<file path="src/rtl/leitor_vga.sv">
// VGA scan-out stage: free-running sync counters, frame RAM read addressing and a
// 3-stage pipeline that keeps syncs, blanking and grayscale pixel data aligned at the pins.
module leitor_vga #(
  parameter int unsigned IMG_W    = 320,
  parameter int unsigned IMG_H    = 240,
  parameter int unsigned IMG_X0   = 160,
  parameter int unsigned IMG_Y0   = 120,
  parameter int unsigned H_ACTIVE = 640,
  parameter int unsigned H_FP     = 16,
  parameter int unsigned H_SYNC   = 96,
  parameter int unsigned H_BP     = 48,
  parameter int unsigned V_ACTIVE = 480,
  parameter int unsigned V_FP     = 10,
  parameter int unsigned V_SYNC   = 2,
  parameter int unsigned V_BP     = 33
) (
  input  logic        clk,
  input  logic        reset,
  input  logic        enable,
  output logic [18:0] ram_rdaddr,
  input  logic [7:0]  ram_q,
  output logic [7:0]  vga_r,
  output logic [7:0]  vga_g,
  output logic [7:0]  vga_b,
  output logic        vga_hsync,
  output logic        vga_vsync,
  output logic        vga_blank_n,
  output logic        vga_sync_n,
  output logic        frame_start
);
  localparam int unsigned H_TOTAL = H_ACTIVE + H_FP + H_SYNC + H_BP;
  localparam int unsigned V_TOTAL = V_ACTIVE + V_FP + V_SYNC + V_BP;

  logic [9:0]  h_cnt, v_cnt;
  logic [31:0] h_i, v_i;
  logic [18:0] line_base;
  logic [18:0] col;
  logic        h_last, v_last;
  logic        act, hs_on, vs_on, win, first;
  // Flag bundle carried alongside the RAM read: {first, act, hs_on, vs_on, win}
  logic [4:0]  s1_flags, s2_flags;
  logic [7:0]  pixel;

  assign h_i    = {22'd0, h_cnt};
  assign v_i    = {22'd0, v_cnt};
  assign h_last = (h_i == H_TOTAL - 1);
  assign v_last = (v_i == V_TOTAL - 1);

  assign act   = (h_i < H_ACTIVE) && (v_i < V_ACTIVE);
  assign hs_on = (h_i >= H_ACTIVE + H_FP) && (h_i < H_ACTIVE + H_FP + H_SYNC);
  assign vs_on = (v_i >= V_ACTIVE + V_FP) && (v_i < V_ACTIVE + V_FP + V_SYNC);
  assign win   = (h_i >= IMG_X0) && (h_i < IMG_X0 + IMG_W) &&
                 (v_i >= IMG_Y0) && (v_i < IMG_Y0 + IMG_H);
  assign first = (h_cnt == 10'd0) && (v_cnt == 10'd0);
  assign col   = 19'(h_i - IMG_X0);

  // line_base tracks (v - IMG_Y0) * IMG_W by adding IMG_W once per window line.
  always_ff @(posedge clk or posedge reset) begin
    if (reset) begin
      h_cnt     <= '0;
      v_cnt     <= '0;
      line_base <= '0;
    end else if (h_last) begin
      h_cnt <= '0;
      if (v_last) begin
        v_cnt     <= '0;
        line_base <= '0;
      end else begin
        v_cnt <= v_cnt + 10'd1;
        if (v_i >= IMG_Y0) line_base <= line_base + 19'(IMG_W);
      end
    end else begin
      h_cnt <= h_cnt + 10'd1;
    end
  end

  always_ff @(posedge clk or posedge reset) begin
    if (reset) begin
      ram_rdaddr <= '0;
      s1_flags   <= '0;
      s2_flags   <= '0;
    end else begin
      if (win) ram_rdaddr <= line_base + col;
      s1_flags <= {first, act, hs_on, vs_on, win};
      s2_flags <= s1_flags;
    end
  end

  // ram_q here belongs to the same pixel as s2_flags; blanking overrides the window.
  assign pixel = (s2_flags[3] && s2_flags[0] && enable) ? ram_q : 8'd0;

  always_ff @(posedge clk or posedge reset) begin
    if (reset) begin
      vga_r       <= '0;
      vga_g       <= '0;
      vga_b       <= '0;
      vga_hsync   <= 1'b1;
      vga_vsync   <= 1'b1;
      vga_blank_n <= 1'b0;
      frame_start <= 1'b0;
    end else begin
      vga_r       <= pixel;
      vga_g       <= pixel;
      vga_b       <= pixel;
      vga_hsync   <= ~s2_flags[2];
      vga_vsync   <= ~s2_flags[1];
      vga_blank_n <= s2_flags[3];
      frame_start <= s2_flags[4];
    end
  end

  assign vga_sync_n = 1'b0;
endmodule
</file>
<file path="config.mk">
export PLATFORM = sky130hd
export DESIGN_NAME = leitor_vga
export DESIGN_NICKNAME = d
export VERILOG_FILES = /design/src/rtl/leitor_vga.sv
export SDC_FILE = /design/constraint.sdc
export NUM_CORES = 1
export LEC_CHECK = 0
export CORE_MARGIN = 1.5
export CORE_UTILIZATION = 42
export DETAILED_ROUTE_END_ITERATION = 10
export SYNTH_ARGS = -nofsm -noshare
export SYNTH_HDL_FRONTEND = slang
export SYNTH_SLANG_ARGS = --single-unit
</file>
<file path="constraint.sdc">
create_clock -name clk -period 7.8 [get_ports clk]
set_input_delay 1.56 -clock clk [delete_from_list [all_inputs] [get_ports clk]]
set_output_delay 1.56 -clock clk [all_outputs]
set_load 0.005 [all_outputs]
</file>
==> out/summary.txt <==
r2r setup slk: 4.58 ns
number of global-route vias before repair: 2841
Gate power share: 0.017
dpl hpwl: 5890 um
FP Rows: 35
height of the die: 102 um
Die X: 102 um
slowest stage cell, crit path: dfrtp_1
gr usage total: 0.174
Worst setup startpoint: h_cnt[5]
startpoint types: flip-flop
initial antenna violation count: 0
VDD IR max: 100 uV
R2R cell count: 11
Crit Path Max Fanout: 15
CTS resizes: 0
CP required: 8.04 ns
final hold slack: 0.349 ns
CP top delay family: compound AO/OA/AOI/OAI gates
max incr delay on CP: 0.64 ns
TritonCTS clock tree: done
setup bufs post-CTS: 0
Critical R2R Launch: h_cnt[5]
Slew HR: 0.391
Final period util: 0.413
Post-DRT Antenna Nets: 0
first-pass GRT wire length: 14100 um
largest net degree at the start of global routing: 75
design area: 0.00484 mm2
Setup WS pre-CTS: 4.66 ns
Min-Delay Endpoint: vga_vsync
Clock Skew: 0.00847 ns
IO Port Bufs: 57
unrepaired setup endpoints after global routing: no
non-filler cells, final: 590
gpl congestion: 0.839
final setup margin: 4.58 ns
Tot Pwr: 730 uW
crit-path most repeated cell: o21ai_0
max-slew violations: 0
sequential-to-total area share from yosys stat: 0.452
Vias/cell: 5.22
Sw Pwr: 153 uW
largest family of logic cells by synthesized area: simple AND/OR/NAND/NOR gates
Hold Path Cell Cnt: 1
Post-Route WL: 8320 um
synth warn: 0
leakage power: 2.10 nW
CTS clk-pin slew, worst paths: 0.08 ns
htree depth: 3
# hold bufs at CTS: 0
Cell Area, Synth: 0.00411 mm2
routed len/inst: 14.1 um
Internal Power: 577 uW
via count: 3081
Clk network pwr share: 0.458
XOR/XNOR Fraction of Synth Area: 0.0725
final core occ: 0.516
crit path cell chain: inv_1 -> ha_1 -> nor2b_1 -> o21ai_0 -> o21ai_0 -> ha_1 -> a2111oi_0 -> o21ai_0 -> a31oi_1 -> nand2_1 -> o311ai_1
Clock Latency Late Sink: 0.35 ns
critical path class: reg2reg
CORE AREA: 0.00937 mm2
EDFF count, synth: 0
compound-cell area share of the yosys netlist: 0.131
diodes inserted: 0
Hold Path Class: reg2reg
Initial Util: 0.438
hold_sp: s2_flags[1]
layout cells sized above 1: 0.0651
Tmin final: 3.22 ns
DR pass1 iterations: 4
reg2reg end: ram_rdaddr[18]
synthesized flop and latch total: 74
Clock Root Buffer: clkbuf_8
Fillers: 894
ys flop type: dfrtp_1
TritonCTS Sinks: 74
Synth cell types: 58
Die ar.: 0.0104 mm2
setup tns final: 0 ns
Critical Path AT: 3.46 ns
Switching Share: 0.210
kind of end point of the critical path: flip-flop
area delta synth->final: 17.9%
measured slew at the worst slew-check pin: 0.914 ns
part of the power in registers: 0.525
Remaining Overflow, GRT: 0
CTS buffer count: 9
DRT iter0 DRCs: 258
DRC: 0
Async SR Flop Fraction: 1.00
multiplexer share of the synthesized area: 0.00762
Mapped Cells: 420
post-layout net count: 488
fmax: 310 MHz
placed cell count: 574
Avg Inst Size Synth: 9.77 um2
Cell Area, Placed: 0.00461 mm2
status: completed
Buf+Inv Stages, Crit Path: 1
# setup viols final: 0
Adder-Cell Fraction of Synth Area: 0.0640
num ports: 59
PwrDens: 151 mW/mm2
max cap viols: 0
Synth Area in Simple Gates: 0.199
Longest Clk Path Bufs: 2
Hold Vio Cnt, Final: 0
## final cells by class
type	count	area (um2)	share of cell area
multi-input combinational	297	1950	0.404
sequential	74	1850	0.383
timing repair buffer	59	586	0.121
clock inverter	6	88.8	0.0184
clock buffer	10	138	0.0284
tap	129	161	0.0334
inverter	15	58.8	0.0122
## synthesized netlist by cell type, drive strengths merged, types with 9 or more instances
cell type	n	area (um2)
dfrtp	72	1800
nand2	43	161
nor2	34	128
buf	33	235
o21ai	32	160
xnor2	22	193
ha	21	263
inv	15	58.8
nand3	14	75.1
a21oi	12	60.1
xor2	12	105
and2	11	68.8
nor3	11	55.1
a21o	9	67.6
nand4	9	56.3
## layout by cell type, fill, tap and decap left out, types with 2 or more instances in the layout
master	n
a31oi_1	2
or3_1	3
xnor2_1	22
o21ai_0	32
a21o_1	9
inv_1	13
clkinvlp_4	2
o21a_1	3
nand2_1	43
nor4_1	4
a21oi_1	12
buf_4	2
a211o_1	2
ha_1	21
nor3_1	11
xor2_1	12
dfstp_2	2
nand3_1	13
and2_1	11
o21bai_1	2
nor3b_1	2
nor2_1	34
a211oi_1	3
and3_1	7
bufinv_16	2
conb_1	2
dfrtp_1	72
nand4_1	9
nor4b_1	4
o211ai_1	2
clkdlybuf4s50_1	57
a311oi_1	2
and4_1	5
mux2i_1	2
clkbuf_8	10
## layer usage
layer  wire, um  share of wire  track usage
met2       3680           0.44        0.254
met5          0              0            0
met1       4230           0.51        0.256
met4         40         0.0048       0.0432
met3        363          0.044       0.0499
## cells by family after synthesis
logic type | count (synthesis)
muxes | 3
xor gates and xnor gates | 34
and+or+nand+nor | 156
DFF | 74
other | 1
buffers and inverters | 50
AOI/OAI and AO/OA | 81
adders and majority gates | 21
## power groups by stage
stage / registers [mW] / clock network, mW / logic (mW)
detailed placement: 0.391 / 0 / 0.0134
global route: 0.383 / 0.364 / 0.0149
global placement: 0.391 / 0 / 0.0133
finish: 0.383 / 0.335 / 0.0126
floorplan: 0.391 / 0 / 0.00624
CTS: 0.383 / 0.348 / 0.0134
## flip-flops by register name (all words and copies together) (netlist names)
signal and flops:
line_base 13, v_cnt 10, vga_vsync 1, vga_hsync 1
s2_flags 5, vga_blank_n 1, s1_flags 5, ram_rdaddr 19
vga_b 8, frame_start 1, h_cnt 10
## how the worst max path moves through the flow
stage                                end  slack, ns  cells after the start
after floorplan              frame_start       4.36                      1
after global placement    ram_rdaddr[18]       4.79                     11
after detailed placement  ram_rdaddr[18]       4.66                     11
after CTS                 ram_rdaddr[18]       4.62                     11
after global routing      ram_rdaddr[18]       4.42                     11
final                     ram_rdaddr[18]       4.58                     11
## worst reg2reg max path, delay by kind of cell (launching register included)
family / cells / cell delay [ns]
compound gates: 6 / 1.48
buf+inv: 1 / 0.15
simple gates: 2 / 0.29
flops: 1 / 0.64
fa+ha+maj: 2 / 0.56
No activity file was read; power rests on OpenSTA's default activity.
